## config.mk

```make
export PLATFORM = sky130hd
export DESIGN_NAME = seg_text_scroller
export DESIGN_NICKNAME = d
export VERILOG_FILES = /design/src/rtl/seg_text_scroller.sv
export SDC_FILE = /design/constraint.sdc
export NUM_CORES = 1
export LEC_CHECK = 0
export CAP_MARGIN = 20
export CELL_PAD_IN_SITES_DETAIL_PLACEMENT = 0
export CELL_PAD_IN_SITES_GLOBAL_PLACEMENT = 1
export CORE_MARGIN = 2
export CORE_UTILIZATION = 45
export DETAILED_ROUTE_END_ITERATION = 16
export PLACE_DENSITY = 0.88
export SLEW_MARGIN = 5
export SYNTH_ARGS = -nofsm -noshare
export SYNTH_HDL_FRONTEND = slang
export SYNTH_SLANG_ARGS = --single-unit
```

## constraint.sdc

```tcl
create_clock -name clk -period 9.5 [get_ports clk]
set_clock_uncertainty 0.05 [all_clocks]
set_input_delay 1.9 -clock clk [delete_from_list [all_inputs] [get_ports clk]]
set_output_delay 1.9 -clock clk [all_outputs]
set_load 0.01 [all_outputs]
```

## src/rtl/seg_text_scroller.sv

```systemverilog
// seg_text_scroller
//   Producer side of a 4-digit 7-segment display. It loads a message of 5-bit
//   character codes over a valid/ready port and stores it in a small buffer.
//   It then scrolls the message right-to-left through a 4-character window and
//   drives the packed seg_data word read by the display multiplexer.
//
// Ports:
//   clk         system clock, everything on the rising edge
//   reset       synchronous, active-high reset
//   char_in     character code to append to the message
//   char_valid  char_in valid; a write happens on char_valid && char_ready
//   char_ready  buffer accepts a character this cycle
//   msg_commit  pulse: stop loading and start scrolling
//   msg_clear   pulse: discard the message and return to idle
//   scroll_en   1 = scrolling advances, 0 = window frozen
//   seg_data    {digit3 (leftmost) [19:15], digit2, digit1, digit0 [4:0]}
//   msg_len     number of stored characters
//   scrolling   high while scrolling
//   wrap_pulse  one-cycle pulse when the window returns to position 0
module seg_text_scroller #(
    parameter int          DEPTH      = 16,
    parameter int          SCROLL_DIV = 25000000,
    parameter logic [4:0]  BLANK_CODE = 5'h1F
) (
    input  logic        clk,
    input  logic        reset,
    input  logic [4:0]  char_in,
    input  logic        char_valid,
    output logic        char_ready,
    input  logic        msg_commit,
    input  logic        msg_clear,
    input  logic        scroll_en,
    output logic [19:0] seg_data,
    output logic [4:0]  msg_len,
    output logic        scrolling,
    output logic        wrap_pulse
);

    localparam int PW = $clog2(DEPTH + 4);   // scroll position width
    localparam int IW = PW + 1;              // holds L and pos+3 without overflow
    localparam int TW = $clog2(SCROLL_DIV);
    localparam int BW = $clog2(DEPTH);

    localparam logic [19:0]   BLANK_WORD = {4{BLANK_CODE}};
    localparam logic [TW-1:0] TICK_LAST  = TW'(SCROLL_DIV - 1);

    typedef enum logic [1:0] {
        S_IDLE,
        S_LOAD,
        S_SCROLL
    } state_t;

    state_t          r_state;
    state_t          w_state_nxt;
    logic [4:0]      r_buf [DEPTH];
    logic [4:0]      r_len;
    logic [PW-1:0]   r_pos;
    logic [TW-1:0]   r_tick;
    logic [19:0]     r_seg;
    logic            r_wrap;

    logic            w_write;
    logic [IW-1:0]   w_stream_len;
    logic [IW-1:0]   w_idx [4];
    logic [IW-1:0]   w_off [4];
    logic [19:0]     w_window;

    assign w_stream_len = IW'(r_len) + IW'(4);

    // Next state, handshake and status outputs.
    // NOTE: every signal driven here gets a default first so no path can
    // leave it unassigned and infer a latch.
    always_comb begin
        w_state_nxt = r_state;
        char_ready  = 1'b0;
        scrolling   = 1'b0;
        case (r_state)
            S_IDLE:   char_ready = 1'b1;
            S_LOAD:   char_ready = (r_len < 5'(DEPTH));
            S_SCROLL: scrolling  = 1'b1;
            default:  char_ready = 1'b0;
        endcase
        // A clear drops any character offered in the same cycle.
        w_write = char_valid && char_ready && !msg_clear;
        if (msg_clear) begin
            w_state_nxt = S_IDLE;
        end else begin
            case (r_state)
                S_IDLE:   if (w_write)    w_state_nxt = S_LOAD;
                S_LOAD:   if (msg_commit) w_state_nxt = S_SCROLL;
                default:  w_state_nxt = r_state;
            endcase
        end
    end

    // Window over the virtual stream: four leading blanks followed by the
    // message, indexed modulo L. pos+k never exceeds 2L-1, so a single
    // conditional subtract is enough.
    // NOTE: blocking assignments here, because later statements read the
    // values just computed in the same evaluation.
    always_comb begin
        w_window = BLANK_WORD;
        for (int k = 0; k < 4; k++) begin
            w_idx[k] = IW'(r_pos) + IW'(k);
            if (w_idx[k] >= w_stream_len) begin
                w_idx[k] = w_idx[k] - w_stream_len;
            end
            w_off[k] = w_idx[k] - IW'(4);
            if (w_idx[k] >= IW'(4)) begin
                w_window[19 - 5*k -: 5] = r_buf[w_off[k][BW-1:0]];
            end
        end
    end

    always_ff @(posedge clk) begin
        if (reset) begin
            r_state <= S_IDLE;
        end else begin
            r_state <= w_state_nxt;
        end
    end

    // NOTE: the message buffer has no reset; msg_len alone says which
    // entries are meaningful, so stale contents are never shown.
    always_ff @(posedge clk) begin
        if (w_write) begin
            r_buf[r_len[BW-1:0]] <= char_in;
        end
    end

    always_ff @(posedge clk) begin
        if (reset) begin
            r_len  <= '0;
            r_pos  <= '0;
            r_tick <= '0;
            r_seg  <= BLANK_WORD;
            r_wrap <= 1'b0;
        end else begin
            r_wrap <= 1'b0;
            if (msg_clear) begin
                r_len  <= '0;
                r_pos  <= '0;
                r_tick <= '0;
                r_seg  <= BLANK_WORD;
            end else begin
                if (w_write) begin
                    r_len <= r_len + 5'd1;
                    // Preview: shifting each new character in from the right
                    // of an all-blank word leaves the last four right-justified.
                    r_seg <= {r_seg[14:0], char_in};
                end
                if (r_state == S_LOAD && msg_commit) begin
                    r_pos  <= '0;
                    r_tick <= '0;
                    r_seg  <= BLANK_WORD;
                end else if (r_state == S_SCROLL) begin
                    r_seg <= w_window;
                    if (scroll_en) begin
                        if (r_tick == TICK_LAST) begin
                            r_tick <= '0;
                            if (r_pos == PW'(w_stream_len - IW'(1))) begin
                                r_pos  <= '0;
                                r_wrap <= 1'b1;
                            end else begin
                                r_pos <= r_pos + PW'(1);
                            end
                        end else begin
                            r_tick <= r_tick + TW'(1);
                        end
                    end
                end
            end
        end
    end

    assign seg_data   = r_seg;
    assign msg_len    = r_len;
    assign wrap_pulse = r_wrap;

endmodule
```

### Word-level counts from Yosys, hierarchy flattened

Memory sizes are Yosys's and may differ from the RTL's.
Index checks and enable logic that the tools add are counted.

* bitwise operators: 3
* add/subtract/negate cells: 16
* reductions and logical operators: 13
* eq/ne operators: 6
* mux-type cells: 20
* order comparisons: 9

Operator list (number)
* two-way mux 20 bit: 2
* adder 25 x 1 -> 25 bit, second input constant: 1
* equality test 25 bit, second input constant: 1
* two-way mux 25 bit: 1
* two-way mux 5 bit: 5
* greater-or-equal comparator 6 x 3 -> 1 bit, second input constant: 4
* two-way mux 6 bit: 4
* greater-or-equal comparator 6 bit: 3
* subtractor 6 bit: 3
* subtractor 4 x 3 -> 4 bit, second input constant: 4
* adder 5 x 2 -> 6 bit, second input constant: 2
* adder 5 x 1 -> 5 bit, second input constant: 2
* adder 5 x 1 -> 6 bit, second input constant: 1
* adder 5 x 3 -> 6 bit, second input constant: 1
* greater-or-equal comparator 5 x 6 -> 1 bit: 1
* AND reduction 3 bit: 2
* OR reduction 6 bit: 1
* subtractor 5 x 6 -> 6 bit: 1
* equality test 5 bit: 1
* < comparator 5 bit, second input constant: 1
* subtractor 5 x 1 -> 5 bit, second input constant: 1
* two-way mux 1 bit: 4
* two-way mux 2 bit: 2
* inequality test 2 bit, second input constant: 2
* other kinds (12): 17

* RAM bits: 80
* output and inout port bits: 28
* bits of input ports: 11
* flip-flop bits (word level): 58
* memories: 1

Memories
* r_buf: words 16, bits a word 5, rd ports 4, clocked after memory_dff 0, wr ports 1, line 55 `logic [4:0] r_buf [DEPTH];`

### Depth between registers and ports, before layout

Gate-level depths: netlist (run 1).
An unclocked memory read counts as a cell.

* depth after elaboration: 7
* depth in mapped cells: 18
* mapped depth without buffers: 18

### Least setup slack after synthesis (run 1)

No wires, ideal clock.

* path kind: reg-to-reg
* start point: reg r_pos[1]
* end point: reg r_seg[10], in the netlist seg_data[10]
* slack: 5.301 ns
* library setup time: 0.074 ns
* arrival: 4.075 ns
* clock period less this slack: 4.199 ns
* cell stages (with the launch flop): 17
* required time: 9.376 ns
* path through: dfxtp_1 > clkbuf_1 > inv_1 > ha_1 > clkbuf_1 > inv_1 > fa_1 > a21oi_2 > o21ai_1 > nand2_1 > o21ai_0 > ha_1 > inv_1 > o41ai_2 > a22oi_1 > o221a_2 > a31oi_1

* word-level cells in the longest chain between the ends: 7
* elaborated cells on any way between the ends: 9
* classes of those cells: add/sub: 3; order compare: 2; mux: 3; memory: 1

RTL lines
* start: declaration: line 57 `logic [PW-1:0] r_pos;`
* start signal: assignment: line 165 `r_pos <= r_pos + PW'(1);`
* adder 5 x 1 -> 6 bit (*): line 104 `w_idx[k] = IW'(r_pos) + IW'(k);`
* subtractor 6 bit or greater-or-equal comparator 6 bit (tied branches): line 106, 105
* two-way mux 6 bit (*): line 105 `if (w_idx[k] >= w_stream_len) begin`
* subtractor 4 x 3 -> 4 bit: line 108 `w_off[k] = w_idx[k] - IW'(4);`
* memory read (16 x 5 bit)
* two-way mux 5 bit (*): line 109 `if (w_idx[k] >= IW'(4)) begin`
* two-way mux 20 bit (*): line 156 `end else if (r_state == S_SCROLL) begin`
* end signal: assignment: line 150 `r_seg <= {r_seg[14:0], char_in};`
* end signal: assignment: line 157 `r_seg <= w_window;`
* end: declaration: line 59 `logic [19:0] r_seg;`

Every way passes the cells marked *; elsewhere a longest branch is shown, timed or not.
A chain may end at the register's enable or synchronous reset.

### Final worst setup path (run 1)

* start point: reg r_pos[1]
* end point: reg r_seg[13], in the netlist seg_data[13]

Same word-level chain as after synthesis.

==> results by stage, run 1 <==
Yosys:
- edfxtp_1 takes more of the synthesized area than any other cell.
- After synthesis, flip-flops and latches occupy 36.33% of the total area.
- The number of distinct library cells after synthesis is 77.
- Synthesis produced a netlist whose cell count is 1106.
- The fraction of post-synthesis cell area in the top cell type by area is between 20 and 25%.
- Synthesis produced a netlist with a net count of between 1000 and 1500.
- The cell area after synthesis is just under 10000 sq um.
- By count the netlist is led by 211 x nand2_1, 80 x edfxtp_1, 80 x mux2i_1.
- Yosys printed 0 warnings.
- By instance count, the leading cell after synthesis is nand2_1.
- For this run, asynchronously set or reset flops after synthesis account for 0%.
- In this run, synthesis inferred 80 flip-flops with an integrated enable.
- Each instance of the synthesized netlist takes up on average between 8 and 9 sq um.
- The most used flip-flop cell after synthesis is edfxtp_1.
- In this run, synthesis produced a sequential element count of around 140.
- By area the synthesized netlist is led by edfxtp_1 24%, dfxtp_1 12%, mux2i_1 8.2%, nand2_1 8.1%, ha_1 5.6%.

Timing:
- The number of hold-slack violations in the final timing report is 0.
- The number of slew-limit violations in the final report is 0.
- Setup repair after global routing left no endpoint under its margin.
- Measured against its own limit, the worst slew margin works out to around a quarter.
- After layout, the worst path uses 53.88% of the clock period.
- The setup TNS is 0 ns.
- The transition time at the pin with the least slew margin is approximately 1.1 ns.
- For the finished layout, the period the worst path requires is approximately 5.1 ns.
- The number of setup violations in the final report is 0.
- The maximum clock frequency is between 150 and 200 MHz.

Placement:
- At the end of routability-driven placement, the weighted congestion stood at 1.072.
- In this run the cell area measured after placement is 10330 sq um.
- After detailed placement, the design holds a cell count of between 1000 and 1500.
- Once detailed placement completed, the half-perimeter wirelength came to 24950 um.
- Port buffering added 38 buffers.

Layout:
- The area growth from synthesis to layout is 10.98%.
- The final non-filler cell total is 1415.
- The number of nets in the final layout is between 1000 and 1500.
- Summing all non-filler instances in the final layout gives an area of around 11000 sq um.
- The final antenna diode count is 0.
- The layout has a little over 2000 filler cells.
- In the final layout, the share of cells above drive strength 1 is roughly 7.6%.

Floorplan:
- In this run the core area contains 54 standard-cell rows.
- The floorplan die width is ~150 um.
- The die area is 23000 sq um.
- The placeable core region is ~22000 sq um.
- Once the floorplan was initialized, standard cells occupied around 45% of the core.
- The die outline height is about 150 um.
- The number of I/O pins is 39.

Setup path:
- The kind of cell with the highest combined delay along the critical path is compound AO/OA/AOI/OAI gates.
- The cell that appears most often on the critical path is inv_1.
- The required time at the endpoint of the critical path is around 10 ns.
- Data on the critical path arrives at its endpoint at around 5.4 ns.
- The slowest stage of the critical path belongs to the cell dfxtp_1.
- The critical path goes through inv_1, ha_1, inv_1, fa_1, a21oi_2, o21ai_1, nand2_1, o21ai_0, ha_1, inv_1, o41ai_2, a22oi_1, o221a_1, a31oi_1.
- Along the worst path, the maximum fanout reaches 11.
- The worst setup path is launched from a register.
- The count of buffer and inverter cells on the critical path is 3.
- STA classifies the critical path endpoint as a register.
- In this design, the stage delay of the slowest critical-path cell is ~0.67 ns.
- The critical path start-end classification is register to register.

Min path:
- The type of the worst min-delay path is register to register.

Clocking:
- TritonCTS built the clock tree.
- For this design, the CTS-stage hold fixing added 0 buffers.
- The number of H-tree branching levels is 4.
- For this design, the sink count on the clock tree is about 140.
- The buffer levels on the longest clock path is 2.
- The number of buffers created by CTS is 17.
- The later pin in the worst-skew pair is clocked with a latency of around 0.44 ns.
- The clock transition at the registers of the reported paths is approximately 0.060 ns.
- In this run, post-CTS repair resized a total of 0 instances.
- The post-CTS setup buffer count is 0.
- The root buffer cell is clkbuf_16.

Route:
- For this run, design rule violations remaining after detail routing come to 0.
- The pre-antenna-repair detailed-routing pass consisted of 6 iterations.
- For this block, the initial DRC count from the detailed router was around 1000.
- The routed layout has between 9000 and 10000 vias.
- For this block, the routed nets add up to 33260 um of wire.
- After detailed routing, the number of vias per cell comes to approximately 6.5.
- Dividing the detail-routed wire length by the instance count gives 23.51 um.
- The remaining antenna violation count after routing is 0.

Status:
- The flow ran to the end, and the final reports show no timing, DRC or antenna violations.

GRT:
- The global-route usage over all layers is roughly 30%.
- The global-route wire length before repair is between 50000 and 60000 um.
- The number of global-route vias before repair is roughly 8400.
- The maximum number of pins on one net before global-route repair is 42.
- The total overflow left after global routing is 0.
- The initial antenna violation count is 0.

Power and ir drop:
- The total power divided by cell area is ~120 nW/um^2.
- The leakage power total is 0.004368 uW.
- The maximum ir drop on the vdd rail is 118.6 uV.

Flow run:
- Max-cap violations in this run came to 0.
-- registers in the layout, summed over array words and instances, names as in the netlist --
signal,flops
msg_len,5
r_buf,80
r_pos,5
r_tick,25
r_state,2
seg_data,20
wrap_pulse,1
-- logic make-up (layout without fill, tap and decap cells) --
kind of cell / after synthesis / count (layout) / share of synthesized area (%)
and+or+nand+nor: 460 / 460 / 22.37
AOI/OAI and AO/OA: 240 / 240 / 17.00
DFF: 138 / 138 / 36.33
muxes: 92 / 92 / 9.541
buffers and inverters: 82 / 111 / 4.145
adders and majority gates: 48 / 48 / 6.429
xor gates and xnor gates: 46 / 46 / 4.184
-- placed cells by master, fill, tap and decap left out, types with 24 or more instances in the layout --
cell / netlist / final
a21oi_1: 38 / 38
a31oi_1: 33 / 33
and3_1: 30 / 30
clkdlybuf4s50_1: 0 / 38
dfxtp_1: 58 / 58
edfxtp_1: 80 / 80
ha_1: 44 / 44
inv_1: 28 / 28
mux2i_1: 80 / 80
nand2_1: 211 / 211
nand3_1: 59 / 59
nor2_1: 56 / 55
o21ai_0: 32 / 32
xor2_1: 24 / 24
-- power breakdown --
part           internal, uW  leakage, uW  switching, uW
combinational          19.2      0.00291           34.1
sequential              636      0.00119           5.80
clock                   343     0.000266            272
-- per-stage QoR --
stage	hold WS, ns	worst slack, ns	util (%)	power [uW]
finish	0.4437	4.381	50.35	1310
global route	0.4688	4.033	50.35	1340
CTS	0.4459	4.432	50.30	1315
detailed placement	0.4359	4.458	47.80	706.9
global placement	0.4306	4.524	47.80	706.6
floorplan	0.4168	5.301	-	679.4
-- routing by layer --
layer	share of wire, %	vias to the layer above	GRT usage, %
met5	0	-	0
met4	4.7	0	13.38
met3	11	97	6.257
met2	43	562	44.55
met1	41	4337	40.92
li1	-	4140	-
-- final timing paths --
kind / startpoint / end / slack, ns / depth (start not counted)
max: r_pos[1]$_SDFFE_PP0P_ / seg_data[13]$_SDFFE_PP1P_ / 4.38 / 14
min: seg_data[18]$_SDFFE_PP1P_ / seg_data[18]$_SDFFE_PP1P_ / 0.44 / 2
max reg2reg: r_pos[1]$_SDFFE_PP0P_ / seg_data[13]$_SDFFE_PP1P_ / 4.38 / 14
min reg2reg: seg_data[18]$_SDFFE_PP1P_ / seg_data[18]$_SDFFE_PP1P_ / 0.44 / 2
-- cell type report --
type | count | area [sq um] | share of cell area, %
clock inverters | 12 | 92.59 | 0.8505
inverters | 28 | 105.1 | 0.9654
flip-flops and latches | 138 | 3563 | 32.73
multi-input cells | 886 | 5853 | 53.76
well taps | 280 | 350.3 | 3.218
clock buffers | 20 | 446.7 | 4.103
repair buffers | 51 | 475.5 | 4.367
-- tightest hold or removal path, delay by kind of cell (launching register included) --
family	cells	cell delay [ns]
flip-flops	1	0.31
AO/OA/AOI/OAI	1	0.08
AND/OR/NAND/NOR	1	0.05
Note: power is estimated with default switching activity, not from simulation.
==> run 2, diff against run 1 <==
--- a/config.mk
+++ b/config.mk
@@ -9,7 +9,7 @@
 export CELL_PAD_IN_SITES_DETAIL_PLACEMENT = 0
 export CELL_PAD_IN_SITES_GLOBAL_PLACEMENT = 1
 export CORE_MARGIN = 2
-export CORE_UTILIZATION = 45
+export CORE_UTILIZATION = 43
 export DETAILED_ROUTE_END_ITERATION = 16
 export PLACE_DENSITY = 0.88
 export SLEW_MARGIN = 5
==> constraint.sdc (replaced) <==
create_clock -name clk -period 4.5 [get_ports clk]
set_clock_uncertainty 0.05 [all_clocks]
set_input_delay 0.9 -clock clk [delete_from_list [all_inputs] [get_ports clk]]
set_output_delay 0.9 -clock clk [all_outputs]
set_load 0.01 [all_outputs]
==> results by stage, run 2 (synthesized netlist as in run 1, its figures left out) <==
Status:
- Result of the run: finished clean (unchanged).

Timing:
- The final critical-path share of the clock period came to 93.95% (was 53.88%).
- The transition time at the pin with the least slew margin is 0.7899 ns (was 1.107 ns).
- The number of hold-slack violations in the final timing report came to 0 (unchanged).
- The remaining max-slew budget at the tightest pin came to 47.18% (was 25.79%).
- The maximum clock frequency was 236.5 MHz (was 195.4 MHz).
- The time the final worst path needs with I/O delays and setup is 4.228 ns (was 5.119 ns).
- The setup TNS is 0 ns (unchanged).
- The number of slew-limit violations in the final report is 0 (unchanged).
- The number of setup violations in the final report was 0 (unchanged).
- Unrepaired setup endpoints after global routing: false (unchanged).

Floorplan:
- The floorplan die width is 155.0 um (was 151.6 um).
- The die outline height is 155.0 um (was 151.6 um).
- The number of I/O pins is 39 (unchanged).
- The die area came to 24040 sq um (was 23000 sq um).
- The placeable core region is 22500 sq um (was 21620 sq um).
- The number of rows in the core area is 55 (was 54).
- The initial core utilization is 43.59% (was 45.37%).

Setup path:
- The setup slack of the worst register-to-register path is 0.27 ns (was 4.38 ns).
- The critical path start-end classification is register to register (unchanged).
- The type of destination of the critical path is a register (unchanged).
- The maximum fanout along the worst path is 8 (was 11).
- The count of cells along the worst register-to-register path is 14 (unchanged).
- The category of the worst setup path launch point is a register (unchanged).
- The required time at the endpoint of the critical path came to 4.77 ns (was 9.81 ns).
- The endpoint of the most critical register-to-register path was seg_data[18]$_SDFFE_PP1P_ (was seg_data[13]$_SDFFE_PP1P_).
- The data arrival time of the worst path was 4.50 ns (was 5.43 ns).
- The reg-to-reg critical path startpoint is msg_len[2]$_SDFFE_PP0P_ (was r_pos[1]$_SDFFE_PP0P_).

Power and ir drop:
- The sequential cell fraction of total power is 47.1% (was 49.0%).
- The portion of total power attributed to the clock network is 48.9% (was 46.9%).
- The switching component of the power is 740.7 uW (was 311.6 uW).
- The total power divided by cell area is 255.8 nW/um^2 (was 120.4 nW/um^2).
- The maximum ir drop on the vdd rail is 261.1 uV (was 118.6 uV).
- The leakage power total is 0.004564 uW (was 0.004368 uW).
- The portion of total power attributed to combinational logic is 4.0% (was 4.1%).
- The switching share of power is 25.74% (was 23.78%).
- The internal cell power is 2137 uW (was 998.8 uW).

Clocking:
- The number of buffers inserted for hold repair after clock tree synthesis was 0 (unchanged).
- The buffer levels on the longest clock path is 2 (unchanged).
- The TritonCTS sink count is 138 (unchanged).
- The root buffer cell is clkbuf_16 (unchanged).
- The number of H-tree branching levels is 4 (unchanged).
- The clock tree from TritonCTS is yes (unchanged).
- The number of buffers created by CTS is 17 (unchanged).
- The post-CTS setup buffer count is 0 (unchanged).
- The clock transition at the registers of the reported paths came to 0.08 ns (was 0.06 ns).
- The worst-skew pair later-pin latency came to 0.44 ns (about the same).

Route:
- The via count normalized by instance count is 6.425 (was 6.457).
- The number of DRC violations after detailed-routing iteration 0 is 1346 (was 998).
- The routed length on met2 came to 14700 um (was 14430 um).
- The routed length per placed instance is 23.39 um (was 23.51 um).
- The number of detailed-routing iterations run before antenna repair is 5 (was 6).
- The routed length on met3 is 3946 um (was 3509 um).
- The post-route DRC violation count is 0 (unchanged).
- The sum of routed wire length over all layers was 33940 um (was 33260 um).
- The topmost layer with routed signal wires is met4 (unchanged).
- The total vias in the final route came to 9323 (was 9136).
- The met1 wire length is 13780 um (was 13750 um).
- The remaining antenna violation count after routing was 0 (unchanged).

GRT:
- The maximum number of pins on one net before global-route repair was 41 (was 42).
- The global-route wire length before repair came to 51960 um (was 50780 um).
- The global-route usage over all layers is 28.57% (was 29.61%).
- The number of global-route vias before repair came to 8736 (was 8417).
- The aggregate global routing overflow is 0 (unchanged).
- The initial antenna violation count is 0 (unchanged).

Placement:
- The cell area reported after detailed placement is 10610 sq um (was 10330 sq um).
- The placed instance count came to 1419 (was 1381).
- The final RePlAce weighted congestion came to 1.085 (was 1.072).
- The half-perimeter wire length after placement came to 25410 um (was 24950 um).
- The count of buffers from port buffering was 38 (unchanged).

Layout:
- The proportion of layout cells with a drive suffix above 1 is 10.81% (was 7.577%).
- The final antenna diode count is 0 (unchanged).
- The final non-filler cell total is 1451 (was 1415).
- The number of flip-flops under the largest register name is 80 (unchanged).
- The number of nets in the final layout is 1212 (was 1181).
- The most common cell after layout, fill and taps aside is nand2_1 (unchanged).
- The layout-stage area growth over the synthesis result is 14.71% (was 10.98%).
- Most used cells in the layout excluding fill and tap cells: 211 x nand2_1, 80 x mux2i_1, 80 x edfxtp_1 (unchanged).
- The final standard cell area without fillers came to 11250 sq um (was 10890 sq um).

Flow run:
- The number of violations of the max-capacitance limit is 0 (unchanged).

Min path:
- The hold path startpoint is seg_data[19]$_SDFFE_PP1P_ (was seg_data[18]$_SDFFE_PP1P_).
- The worst hold path cell count is 2 (unchanged).
- The type of the worst min-delay path is register to register (unchanged).
- The destination of the worst hold path is seg_data[19]$_SDFFE_PP1P_ (was seg_data[18]$_SDFFE_PP1P_).
## run 2: through the flow
step           total power [uW]  hold slack [ns]  utilization, %  setup WS, ns
4_1_cts                    2894           0.4446           49.78        0.1367
6_report                   2878           0.4401           50.00        0.2721
3_3_place_gp               1496           0.4265           47.13        0.3060
5_1_grt                    2959           0.4748           50.00      0.003419
2_1_floorplan              1434           0.4168               -        0.3012
3_5_place_dp               1497           0.4354           47.13        0.1701
## run 2: timing repair
action | CTS | global route
gates resized for setup | 0 | 8
setup endpoints to repair | 0 | 8
endpoints found under the hold margin | 0 | 0
## run 2: layer usage
| metal | global-route usage (%) | up-vias |
|---|---|---|
| met3 | 7.827 | 112 |
| met5 | 0 | - |
| li1 | - | 4201 |
| met4 | 13.23 | 0 |
| met1 | 38.42 | 4366 |
| met2 | 42.79 | 644 |
## run 2: power by group through the flow
stage | sequential [uW] | clock (uW) | combinational [uW]
floorplan | 1380 | 0 | 55.1
global placement | 1380 | 0 | 114
global route | 1350 | 1480 | 126
detailed placement | 1380 | 0 | 115
CTS | 1350 | 1430 | 115
finish | 1350 | 1410 | 116
## run 2: worst max path at each step
stage                             from                         to  cells after the start
2_1_floorplan    r_pos[1]$_SDFFE_PP0P_  seg_data[10]$_SDFFE_PP1P_                     16
3_3_place_gp     r_pos[1]$_SDFFE_PP0P_  seg_data[12]$_SDFFE_PP1P_                     14
6_report       msg_len[2]$_SDFFE_PP0P_  seg_data[18]$_SDFFE_PP1P_                     14
3_5_place_dp     r_pos[1]$_SDFFE_PP0P_  seg_data[10]$_SDFFE_PP1P_                     15
5_1_grt        msg_len[2]$_SDFFE_PP0P_  seg_data[12]$_SDFFE_PP1P_                     14
4_1_cts          r_pos[1]$_SDFFE_PP0P_  seg_data[10]$_SDFFE_PP1P_                     14
## run 2: critical path, stage by stage (launching register included)
cell	delay (ns)
dfxtp_1	0.46
inv_1	0.13
ha_1	0.34
inv_1	0.24
ha_1	0.34
a21o_1	0.19
a21o_1	0.24
o21ai_4	0.29
a21oi_1	0.15
ha_1	0.48
nand2b_1	0.30
o22ai_1	0.13
nor4_1	0.50
buf_4	0.20
a32oi_1	0.05
## run 2: layout make-up
cell class	count	area, sq um
Timing Repair Buffer	82	723.2
Clock inverter	15	171.4
Tap cell	285	356.6
Fill cell	2106	11250
Sequential cell	138	3566
Clock buffer	17	425.4
Inverter	28	105.1
Multi-Input combinational cell	886	5904
